## src/rtl/panda_pkg.sv

```systemverilog
// panda_pkg: shared types and constants for the panda data-memory arbiter.
//   dmem_owner_e     - which requester owns a RAM beat (core or host)
//   dmem_arb_state_e - arbiter FSM states (round-robin, host lock)
package panda_pkg;

  typedef enum logic {
    DmemOwnerCore = 1'b0,
    DmemOwnerHost = 1'b1
  } dmem_owner_e;

  typedef enum logic {
    DmemArbRr   = 1'b0,
    DmemArbLock = 1'b1
  } dmem_arb_state_e;

  // Lock beat counter width; covers the legal MaxLockBeats range 1..255.
  localparam int unsigned DmemLockCntWidth = 8;

endpackage

```

## src/rtl/panda_arb_rr2.sv

```systemverilog
// panda_arb_rr2: two-input round-robin grant.
//   i_clk, i_rst      - clock, asynchronous active-high reset
//   i_req_core/host   - requests
//   i_upd             - a grant was issued this cycle (updates last owner)
//   i_upd_host        - the issued grant went to the host
//   o_gnt_core/host   - round-robin grant (combinational)
// The last owner resets to host so the core wins the first tie.
module panda_arb_rr2
  import panda_pkg::*;
(
  input  logic i_clk,
  input  logic i_rst,
  input  logic i_req_core,
  input  logic i_req_host,
  input  logic i_upd,
  input  logic i_upd_host,
  output logic o_gnt_core,
  output logic o_gnt_host
);

  dmem_owner_e r_last;

  always_ff @(posedge i_clk or posedge i_rst) begin
    if (i_rst) begin
      r_last <= DmemOwnerHost;
    end else if (i_upd) begin
      r_last <= i_upd_host ? DmemOwnerHost : DmemOwnerCore;
    end
  end

  // On a tie the side opposite the last owner wins.
  always_comb begin
    o_gnt_core = i_req_core & (~i_req_host | (r_last == DmemOwnerHost));
    o_gnt_host = i_req_host & (~i_req_core | (r_last == DmemOwnerCore));
  end

endmodule

```

## src/rtl/panda_dmem_arbiter.sv

```systemverilog
// panda_dmem_arbiter: shares the single-port data RAM between the core
// load-store port and the host (loader/debug) port.
//   clk_i, rst_i        - clock, asynchronous active-high reset
//   core_* / host_*     - requester ports (req, we, addr, wdata, gnt,
//                         rvalid, rdata); host_lock_i keeps ownership
//   mem_*               - RAM port; synchronous read, data valid one
//                         cycle after the access
// Round-robin arbitration with a host lock for bursts; the lock is broken
// after MaxLockBeats consecutive locked beats if the core is waiting.
module panda_dmem_arbiter
  import panda_pkg::*;
#(
  parameter int unsigned AddrWidth    = 5,
  parameter int unsigned MaxLockBeats = 8
) (
  input  logic                 clk_i,
  input  logic                 rst_i,
  input  logic                 core_req_i,
  input  logic [3:0]           core_we_i,
  input  logic [AddrWidth-1:0] core_addr_i,
  input  logic [31:0]          core_wdata_i,
  output logic                 core_gnt_o,
  output logic                 core_rvalid_o,
  output logic [31:0]          core_rdata_o,
  input  logic                 host_req_i,
  input  logic                 host_lock_i,
  input  logic [3:0]           host_we_i,
  input  logic [AddrWidth-1:0] host_addr_i,
  input  logic [31:0]          host_wdata_i,
  output logic                 host_gnt_o,
  output logic                 host_rvalid_o,
  output logic [31:0]          host_rdata_o,
  output logic                 mem_ce_o,
  output logic [3:0]           mem_we_o,
  output logic [AddrWidth-1:0] mem_addr_o,
  output logic [31:0]          mem_wdata_o,
  input  logic [31:0]          mem_rdata_i
);

  localparam logic [DmemLockCntWidth-1:0] LockMax = DmemLockCntWidth'(MaxLockBeats);

  dmem_arb_state_e             r_state;
  dmem_arb_state_e             w_state_nxt;
  logic [DmemLockCntWidth-1:0] r_lock_cnt;
  logic [DmemLockCntWidth-1:0] w_lock_cnt_nxt;
  logic                        r_rvalid;
  dmem_owner_e                 r_rd_owner;

  logic w_rr_gnt_core;
  logic w_rr_gnt_host;
  logic w_core_gnt;
  logic w_host_gnt;
  logic w_rd_grant;

  panda_arb_rr2 u_rr (
    .i_clk      (clk_i),
    .i_rst      (rst_i),
    .i_req_core (core_req_i),
    .i_req_host (host_req_i),
    .i_upd      (w_core_gnt | w_host_gnt),
    .i_upd_host (w_host_gnt),
    .o_gnt_core (w_rr_gnt_core),
    .o_gnt_host (w_rr_gnt_host)
  );

  always_ff @(posedge clk_i or posedge rst_i) begin
    if (rst_i) begin
      r_state    <= DmemArbRr;
      r_lock_cnt <= '0;
    end else begin
      r_state    <= w_state_nxt;
      r_lock_cnt <= w_lock_cnt_nxt;
    end
  end

  always_comb begin
    w_core_gnt     = 1'b0;
    w_host_gnt     = 1'b0;
    w_state_nxt    = r_state;
    w_lock_cnt_nxt = r_lock_cnt;
    case (r_state)
      DmemArbRr: begin
        w_core_gnt = w_rr_gnt_core;
        w_host_gnt = w_rr_gnt_host;
        if (w_rr_gnt_host && host_lock_i) begin
          w_state_nxt    = DmemArbLock;
          w_lock_cnt_nxt = DmemLockCntWidth'(1);
        end
      end
      DmemArbLock: begin
        if ((r_lock_cnt == LockMax) && core_req_i) begin
          // Starvation cap: the waiting core takes this beat.
          w_core_gnt     = 1'b1;
          w_state_nxt    = DmemArbRr;
          w_lock_cnt_nxt = '0;
        end else if (!host_req_i) begin
          w_state_nxt    = DmemArbRr;
          w_lock_cnt_nxt = '0;
        end else begin
          w_host_gnt = 1'b1;
          if (!host_lock_i) begin
            w_state_nxt    = DmemArbRr;
            w_lock_cnt_nxt = '0;
          end else if (r_lock_cnt < LockMax) begin
            w_lock_cnt_nxt = r_lock_cnt + 1'b1;
          end
        end
      end
      default: begin
        w_state_nxt    = DmemArbRr;
        w_lock_cnt_nxt = '0;
      end
    endcase
  end

  always_comb begin
    mem_we_o    = '0;
    mem_addr_o  = '0;
    mem_wdata_o = '0;
    if (w_core_gnt) begin
      mem_we_o    = core_we_i;
      mem_addr_o  = core_addr_i;
      mem_wdata_o = core_wdata_i;
    end else if (w_host_gnt) begin
      mem_we_o    = host_we_i;
      mem_addr_o  = host_addr_i;
      mem_wdata_o = host_wdata_i;
    end
  end

  assign mem_ce_o   = w_core_gnt | w_host_gnt;
  assign core_gnt_o = w_core_gnt;
  assign host_gnt_o = w_host_gnt;
  assign w_rd_grant = (w_core_gnt & (core_we_i == 4'b0000)) |
                      (w_host_gnt & (host_we_i == 4'b0000));

  // The read owner remembers who issued the outstanding read so the
  // shared RAM data can be flagged to the right side next cycle.
  always_ff @(posedge clk_i or posedge rst_i) begin
    if (rst_i) begin
      r_rvalid   <= 1'b0;
      r_rd_owner <= DmemOwnerCore;
    end else begin
      r_rvalid <= w_rd_grant;
      if (w_rd_grant) begin
        r_rd_owner <= w_host_gnt ? DmemOwnerHost : DmemOwnerCore;
      end
    end
  end

  assign core_rvalid_o = r_rvalid & (r_rd_owner == DmemOwnerCore);
  assign host_rvalid_o = r_rvalid & (r_rd_owner == DmemOwnerHost);
  assign core_rdata_o  = mem_rdata_i;
  assign host_rdata_o  = mem_rdata_i;

endmodule

```

## config.mk

```make
export PLATFORM = sky130hd
export DESIGN_NAME = panda_dmem_arbiter
export DESIGN_NICKNAME = d
export VERILOG_FILES = /design/src/rtl/panda_pkg.sv /design/src/rtl/panda_arb_rr2.sv /design/src/rtl/panda_dmem_arbiter.sv
export SDC_FILE = /design/constraint.sdc
export NUM_CORES = 1
export LEC_CHECK = 0
export BUFFER_PORTS_ARGS = -buffer_cell sky130_fd_sc_hd__buf_2
export CAP_MARGIN = 15
export CELL_PAD_IN_SITES_DETAIL_PLACEMENT = 0
export CELL_PAD_IN_SITES_GLOBAL_PLACEMENT = 1
export CORE_MARGIN = 4
export CORE_UTILIZATION = 18
export DETAILED_ROUTE_END_ITERATION = 16
export HOLD_SLACK_MARGIN = 0.06
export PLACE_DENSITY = 0.89
export SLEW_MARGIN = 0
export SYNTH_ARGS = -nofsm -noshare
export SYNTH_HDL_FRONTEND = slang
export SYNTH_SLANG_ARGS = --single-unit
export TNS_END_PERCENT = 100
```

## constraint.sdc

```tcl
create_clock -name clk_i -period 2.79 [get_ports clk_i]
set_clock_uncertainty 0.15 [all_clocks]
set_input_delay 0.279 -clock clk_i [delete_from_list [all_inputs] [get_ports clk_i]]
set_output_delay 0.279 -clock clk_i [all_outputs]
set_load 0.01 [all_outputs]
```

==> results of run 1 <==
timing repair:
| item | in CTS | in global routing |
|---|---|---|
| hold buffers | 1 | 0 |
| setup endpoints to repair | 0 | 4 |
| resized for setup | 0 | 1 |
| endpoints found under the hold margin | 11 | 0 |
flip-flops by register name (all words and copies together) (netlist names):
name and cells:
r_rvalid 1, u_rr.r_last 1, r_lock_cnt 8, r_state 1, r_rd_owner 1
power groups by stage:
stage / sequential, mW / clock, mW / combinational (mW)
final: 0.196 / 0.194 / 0.310
after CTS: 0.195 / 0.198 / 0.313
after floorplan: 0.196 / 0 / 0.265
after detailed placement: 0.198 / 0 / 0.311
after global routing: 0.197 / 0.206 / 0.339
after global placement: 0.198 / 0 / 0.309
routing by layer:
metal	GRT usage, %	share of wire (%)	vias up
met5	0	0	-
met1	10.5	36	721
li1	-	-	712
met2	14.5	49	91
met3	2.75	12	20
met4	6.34	3.4	0
cells by family (layout without fill, tap and decap cells):
kind of cell,count (synthesis),count (layout)
muxes,2,2
DFF,12,12
adders and majority gates,2,2
buffers and inverters,78,144
AOI/OAI and AO/OA,53,53
and+or+nand+nor,31,31
Yosys cell counts, types with 4 or more instances:
cell	instances	area share, %
inv_1	5	1.2
buf_2	4	1.3
and2_1	5	2.0
buf_6	4	2.9
nand3_1	4	1.3
nand2_1	6	1.4
a22o_1	41	23
buf_4	64	31
dfrtp_1	11	18
worst register-to-register path: cells and delay by family, from the launching register on:
| kind | cells | cell delay (ns) |
|---|---|---|
| simple gates | 2 | 0.66 |
| buf+inv | 1 | 0.26 |
| flops | 1 | 0.40 |
| compound gates | 2 | 0.54 |
worst paths after layout:
kind / startpoint / endpoint / slack (ns) / depth (start not counted)
hold reg to reg: r_rd_owner / r_rd_owner / 0.38 / 2
setup reg to reg: r_lock_cnt[5] / r_rd_owner / 0.67 / 5
setup / recovery: r_lock_cnt[5] / mem_wdata_o[31] / 0.15 / 5
min in group asynchronous: rst_i / r_lock_cnt[6] / 0.44 / 3
hold / removal: host_lock_i / r_state / 0.16 / 3
max in group asynchronous: rst_i / u_rr.r_last / 1.71 / 3
final cells by class:
class / count / share of cell area, %
well taps: 105 / 6.90
inverters: 5 / 0.986
flip-flops and latches: 12 / 15.8
multi-input cells: 88 / 36.5
clock buffers: 4 / 2.89
repair buffers: 135 / 36.9
stage by stage:
| stage | hold slack (ns) | utilization (%) |
|---|---|---|
| after detailed placement | 0.183 | 22.0 |
| after CTS | 0.159 | 22.8 |
| after global placement | 0.173 | 22.0 |
| after floorplan | -0.00702 | - |
| final | 0.157 | 22.8 |
| after global routing | 0.170 | 22.8 |
==> summary.txt, run 1 <==
CTS
  – Clk_lat worst skew: 0.24 ns
  – TritonCTS clock tree: built
  – Reg clk slew, reported paths: 0.05 ns
  – CTS sink cnt: 12
  – TritonCTS Buffers: 3
  – # Post-CTS Setup Buffers: 0
  – H-tree Lvls: 1
  – Clock Path Buffers: 2
  – Clock Tree Root: clkbuf_8

Logic synthesis
  – Synth Area in XOR/XNOR: 0%
  – Asr flop ratio synth: 100%
  – YS warnings: 0
  – Netlist cell types: 35
  – Sequential-to-total area share from yosys stat: 19.3%
  – Post-Synth Adder-Cell Area: 1.60%
  – Gate Count Post-Synth: 178
  – Mapped Area: 1570 um^2
  – Post-synthesis mux area share: 1.28%
  – Synth Area in Simple Gates: 12.2%
  – Largest family of logic cells by synthesized area: buffers and inverters
  – Count of flip-flops with a built-in enable after synthesis: 0
  – Synthesis-stage register bit count: 12
  – Synth Area in Compound Gates: 29.4%
  – Avg Synthesized Cell Area: 8.79 um^2
  – Synth Flop Type: dfrtp_1
  – Syn Nets: 299

Worst setup path
  – Crit path cell chain: or4_4 > o32ai_4 > buf_12 > a22o_1 > buf_2
  – CP max stage cell: or4_4
  – CP Capture Type: output pin
  – Buf+Inv Stages, Crit Path: 2
  – CP max FO: 38
  – Kind of critical path: flop to output pin
  – Cell family with the largest share of critical-path delay: compound AO/OA/AOI/OAI gates
  – Crit start category: flop
  – CP max stage delay: 0.57 ns
  – WP data required: 2.36 ns
  – WP data arrival: 2.21 ns

Timing
  – Maximum clock rate: 0.378 GHz
  – Max_slew headroom: 62.7%
  – Pins over their slew limit: 0
  – RSZ-0062 raised after global routing: no
  – Final hold viol count: 0
  – Setup TNS: 0 ns
  – Clock period minus worst slack: 2.64 ns
  – Setup ws final: 0.147 ns
  – Slew @ Worst Pin: 0.559 ns
  – Period utilisation layout: 94.7%
  – Setup violations, final: 0

Power
  – Sw power: 0.232 mW
  – Pleak: 1.08 nW
  – Switching Fraction: 33.2%
  – Max IR drop VDD: 0.115 mV
  – Pwr Total: 0.700 mW
  – Power Density: 367 nW/um^2
  – Internal: 0.468 mW
  – Clock share of power: 27.7%
  – Logic pwr share: 44.4%
  – Flop pwr share: 28.0%

Global route
  – Initial antenna violation count: 0
  – First-pass GRT wire length: 7.35 mm
  – Number of global-route vias before repair: 1475
  – Total grt overflow: 0
  – GRT Overall Usage: 9.15%
  – Largest net degree at the start of global routing: 43

Finish
  – Final Cell Area: 1900 um^2
  – Sequential cell area: 302 um^2
  – Ant. Diodes: 0
  – Most common cell after layout, fill and taps aside: buf_2
  – Fillers: 926
  – Most frequent cells in the layout: 132 x buf_2, 41 x a22o_1, 11 x dfrtp_1
  – Share of cells above drive strength 1: 58.6%
  – Finished Layout Cells: 349
  – Multi-input gate area: 696 um^2
  – Area Growth Syn to Fin: 21.7%
  – Fin nets: 366

Placed design
  – RD Place Congestion: 0.763
  – Placed cell count: 344
  – Placement Cell Area: 1840 um^2
  – Hpwl dp: 4.47 mm
  – Post-Place Worst Slack: 0.358 ns
  – PortBufs: 132

Detailed routing
  – Vias per cell: 4.42
  – Final wirelength: 5.35 mm
  – WL/cell: 15.3 um
  – Final ANT Viol Nets: 0
  – Drt pass-1 iters: 4
  – DRT iter0 DRCs: 87
  – Vias: 1544
  – Post-route DRC violation count: 0

Floorplanning
  – Die Wd: 101 um
  – Die area: 10300 um^2
  – Die H: 101 um
  – Initial core utilization: 18.8%
  – Io pins: 229
  – Number of core rows: 33
  – Core box area: 8340 um^2

Flow run
  – MaxCap Viol Count: 0

Min path
  – Worst min path class: primary input to flop

Status
  – Status: completed
(Power assumes the default switching activity.)
==> run 2, diff against run 1 <==
- ABC_AREA: default -> 1
- PLACE_DENSITY: 0.89 -> 0.9
==> summary.txt, run 2 <==
Finish
  – Largest register FFs: 8
  – Final Cell Area: 2080 um^2
  – Biggest register: r_lock_cnt
  – Fin nets: 479
  – Util after Layout: 22.3%
  – Most common cell after layout, fill and taps aside: nand2_1
  – Ant. Diodes: 0
  – Finished Layout Cells: 486
  – Area Growth Syn to Fin: 19.7%
  – Share of cells above drive strength 1: 40.9%
  – Most frequent cells in the layout: 139 x nand2_1, 132 x buf_2, 22 x inv_1

Floorplanning
  – Core box area: 9330 um^2
  – Io pins: 229
  – Number of core rows: 35
  – Die area: 11300 um^2
  – Die Wd: 106 um
  – Die H: 106 um
  – Initial core utilization: 18.6%

Detailed routing
  – Drt pass-1 iters: 4
  – Post-route DRC violation count: 0
  – Final ANT Viol Nets: 0
  – Final wirelength: 5.05 mm
  – Vias: 1827
  – Vias per cell: 3.76
  – DRT iter0 DRCs: 62
  – WL/cell: 10.4 um

Logic synthesis
  – Yosys top cell area share: 30.1%
  – Top post-synthesis cells by count: 139 x nand2_1, 68 x buf_4, 22 x inv_1, 11 x dfrtp_1, 8 x nor2_1
  – Syn Nets: 412
  – Asr flop ratio synth: 100%
  – Count of flip-flops with a built-in enable after synthesis: 0
  – Area leader, netlist: nand2_1
  – Synth Flop Type: dfrtp_1
  – Netlist cell types: 25
  – Leading cell type by number of instances after synthesis: nand2_1
  – Synth area leaders: nand2_1 30%, buf_4 29%, dfrtp_1 16%
  – Gate Count Post-Synth: 291
  – YS warnings: 0
  – Sequential-to-total area share from yosys stat: 17.4%
  – Avg Synthesized Cell Area: 5.96 um^2
  – Mapped Area: 1730 um^2
  – Synthesis-stage register bit count: 12

Min path
  – Worst hold stages: 4
  – Worst Hold Launch: host_we_i[3]
  – Worst min path class: primary input to flop
  – WHS Endpoint: r_rd_owner

CTS
  – Clock Tree Root: clkbuf_8
  – Reg clk slew, reported paths: 0.05 ns
  – Clock Path Buffers: 2
  – CTS sink cnt: 12
  – H-tree Lvls: 1
  – TritonCTS Buffers: 3
  – Clk_lat worst skew: 0.24 ns
  – TritonCTS clock tree: built
  – Post-cts resize count: 0

Global route
  – Largest net degree at the start of global routing: 41
  – GRT Overall Usage: 8.38%
  – First-pass GRT wire length: 7.95 mm
  – Number of global-route vias before repair: 1883
  – Initial antenna violation count: 0
  – Total grt overflow: 0

Worst setup path
  – Top cell by count, worst path: nand2_1
  – Reg2Reg Capture Point: r_rvalid
  – Buf+Inv Stages, Crit Path: 3
  – Crit start category: flop
  – CP max stage cell: dfrtp_1
  – Worst R2R Start: r_lock_cnt[0]
  – Crit path cell chain: inv_1 > ha_1 > nand2_1 > nor2_2 > nand3_2 > nand2_2 > buf_12 > nand2_1 > nand2_1 > buf_2
  – FF-to-FF setup slack: 0.94 ns
  – Cell family with the largest share of critical-path delay: simple AND/OR/NAND/NOR gates
  – CP max FO: 30
  – WP data arrival: 2.03 ns
  – Cells on worst reg2reg path: 8
  – CP Capture Type: output pin
  – WP data required: 2.36 ns
  – CP max stage delay: 0.42 ns
  – Kind of critical path: flop to output pin

Timing
  – Pins over their slew limit: 0
  – Setup ws final: 0.336 ns
  – Worst hold margin: 0.238 ns
  – RSZ-0062 raised after global routing: no
  – Max_slew headroom: 63.2%
  – Final hold viol count: 0
  – Maximum clock rate: 0.407 GHz
  – Setup violations, final: 0
  – Clock period minus worst slack: 2.45 ns
  – Setup TNS: 0 ns
  – Slew @ Worst Pin: 0.549 ns
  – Period utilisation layout: 88.0%

Power
  – Power Density: 330 nW/um^2
  – Pwr Total: 0.686 mW
  – Pleak: 1.33 nW
  – Max IR drop VDD: 0.163 mV

Placed design
  – Hpwl dp: 4.32 mm
  – RD Place Congestion: 0.810
  – Placement Cell Area: 2020 um^2
  – Post-Place Worst Slack: 0.578 ns
  – Placed cell count: 481
  – PortBufs: 132

Status
  – Status: completed

Flow run
  – MaxCap Viol Count: 0
-- run 2: worst max-delay path by stage --
stage                  start              end  slack [ns]  cells after the start
2_1_floorplan  r_lock_cnt[0]      mem_we_o[0]        0.99                      9
3_3_place_gp   r_lock_cnt[0]   mem_wdata_o[9]        0.63                     10
3_5_place_dp   r_lock_cnt[0]  mem_wdata_o[21]        0.58                     10
4_1_cts        r_lock_cnt[0]  mem_wdata_o[21]        0.30                     10
5_1_grt        r_lock_cnt[0]  mem_wdata_o[22]        0.12                     10
6_report       r_lock_cnt[0]  mem_wdata_o[21]        0.34                     10
-- run 2: routing by layer --
layer	vias to the layer above	routed length (um)	track usage [%]
li1	943	-	-
met1	772	1860	9.12
met2	91	2570	14.9
met3	21	482	2.19
met4	0	139	4.16
met5	-	0	0
-- run 2: what timing repair did --
action,CTS,global route
endpoints found under the hold margin,11,0
hold buffers,1,0
buffers inserted,0,0
-- run 2: final cells by class --
cell class,instances,area (um^2)
Fill cell,1088,7250
Multi-Input combinational cell,183,785
Timing Repair Buffer,134,691
Sequential cell,12,302
Tap cell,129,161
Inverter,24,92.6
Clock buffer,4,45.0
-- run 2: cell families after synthesis --
kind of cell | count (synthesis) | synth area share [%]
buf+inv | 96 | 37.4
compound gates | 14 | 4.18
simple gates | 165 | 38.6
fa+ha+maj | 2 | 1.44
flops | 12 | 17.4
xor+xnor | 2 | 1.01
-- run 2: where the power goes --
| group | internal, mW | switching, mW |
|---|---|---|
| registers | 0.188 | 0.0130 |
| clock network | 0.100 | 0.0616 |
| logic | 0.140 | 0.182 |
-- run 2: tightest hold or removal path, cell delays in order --
cell     delay, ns
buf_2         0.09
nor3_1        0.05
nand3_1       0.09
a21oi_1       0.07
==> run 3, diff against run 2 <==
- MAX_ROUTING_LAYER: default -> met4
- REMOVE_ABC_BUFFERS: default -> 1
- TNS_END_PERCENT: 100 -> default
==> summary.txt, run 3 (same netlist as run 2, synthesis figures left out) <==
Finish
  – Fillers: 1069
  – Most frequent cells in the layout: 139 x nand2_1, 132 x buf_2, 22 x inv_1
  – Final Cell Area: 2090 um^2
  – Biggest register: r_lock_cnt
  – Area Growth Syn to Fin: 20.3%
  – Fin nets: 479
  – Most common cell after layout, fill and taps aside: nand2_1
  – Largest register FFs: 8
  – Finished Layout Cells: 486
  – Util after Layout: 22.4%
  – Share of cells above drive strength 1: 41.2%
  – Ant. Diodes: 0

Power
  – Max IR drop VDD: 0.119 mV
  – Pleak: 1.34 nW
  – Power Density: 353 nW/um^2
  – Pwr Total: 0.736 mW

Floorplanning
  – Die area: 11300 um^2
  – Die Wd: 106 um
  – Die H: 106 um
  – Core box area: 9330 um^2
  – Number of core rows: 35
  – Initial core utilization: 18.6%
  – Io pins: 229

Timing
  – Setup TNS: 0 ns
  – Clock period minus worst slack: 2.45 ns
  – Setup violations, final: 0
  – RSZ-0062 raised after global routing: no
  – Pins over their slew limit: 0
  – Slew @ Worst Pin: 0.581 ns
  – Setup ws final: 0.344 ns
  – Final hold viol count: 0
  – Period utilisation layout: 87.7%
  – Maximum clock rate: 0.409 GHz
  – Max_slew headroom: 61.0%
  – Worst hold margin: 0.222 ns

CTS
  – Clk_lat worst skew: 0.24 ns
  – TritonCTS Buffers: 3
  – Post-cts resize count: 0
  – H-tree Lvls: 1
  – CTS sink cnt: 12
  – # hold bufs at CTS: 1
  – # Post-CTS Setup Buffers: 0
  – TritonCTS clock tree: built
  – Clock Tree Root: clkbuf_8
  – Clock Path Buffers: 2
  – Reg clk slew, reported paths: 0.05 ns

Placed design
  – PortBufs: 132
  – Placed cell count: 481
  – RD Place Congestion: 0.775
  – Post-Place Worst Slack: 0.564 ns
  – Placement Cell Area: 2020 um^2
  – Hpwl dp: 7.54 mm

Global route
  – Number of global-route vias before repair: 2038
  – First-pass GRT wire length: 12.4 mm
  – GRT Overall Usage: 15.3%
  – Initial antenna violation count: 0
  – Total grt overflow: 0
  – Largest net degree at the start of global routing: 41

Detailed routing
  – DRT iter0 DRCs: 97
  – Vias: 1983
  – Drt pass-1 iters: 6
  – Final ANT Viol Nets: 0
  – Vias per cell: 4.08
  – Final wirelength: 8.66 mm
  – WL/cell: 17.8 um
  – Post-route DRC violation count: 0

Worst setup path
  – WP data arrival: 2.02 ns
  – Reg2Reg Capture Point: r_rvalid
  – CP Capture Type: output pin
  – Crit start category: flop
  – WP data required: 2.36 ns
  – Cells on worst reg2reg path: 8
  – FF-to-FF setup slack: 0.99 ns
  – Worst R2R Start: r_lock_cnt[0]
  – CP max FO: 31
  – Critical Path Start: r_lock_cnt[0]
  – Crit path to: mem_wdata_o[31]
  – Kind of critical path: flop to output pin

Status
  – Status: completed

Min path
  – Worst hold stages: 4
  – Worst min path class: primary input to flop

Flow run
  – MaxCap Viol Count: 0
run 3: changes by cell type in the layout (fill, tap and decap cells not counted):
cell	previous run	this run
clkbuf_8	3	4
clkbuf_1	1	0
run 3: critical path, stage by stage (launching register included):
cell     delay, ns
dfrtp_1       0.42
inv_1         0.07
ha_1          0.14
nand2_1       0.05
nor2_2        0.16
nand3_2       0.17
nand2_2       0.23
buf_12        0.21
nand2_1       0.06
nand2_1       0.10
buf_2         0.14
run 3: layer usage:
metal	track usage, %	wire length (um)	up-vias	share of wire (%)
met2	17.7	2990	189	35
met5	-	0	-	0
met3	11.7	1560	5	18
li1	-	-	944	-
met1	21.1	4080	845	47
met4	1.39	28	0	0.32
run 3: final cells by class:
| cell class | instances | area (um^2) | share of cell area [%] |
|---|---|---|---|
| well taps | 129 | 161 | 7.74 |
| clock buffers | 4 | 55.1 | 2.64 |
| inverters | 24 | 92.6 | 4.44 |
| flip-flops and latches | 12 | 302 | 14.5 |
| multi-input cells | 183 | 785 | 37.6 |
| repair buffers | 134 | 691 | 33.1 |
run 3: worst min path at each step:
stage | startpoint | endpoint | slack [ns]
floorplan | rst_i | r_lock_cnt[0] | -0.007
finish | host_we_i[2] | r_rd_owner | 0.22
global route | host_we_i[2] | r_rd_owner | 0.23
global placement | rst_i | r_lock_cnt[3] | 0.15
detailed placement | rst_i | r_lock_cnt[3] | 0.17
CTS | host_we_i[2] | r_rd_owner | 0.22
run 3: power by group:
part | switching (mW) | internal [mW]
clock network | 0.0692 | 0.125
registers | 0.0127 | 0.188
logic | 0.201 | 0.140
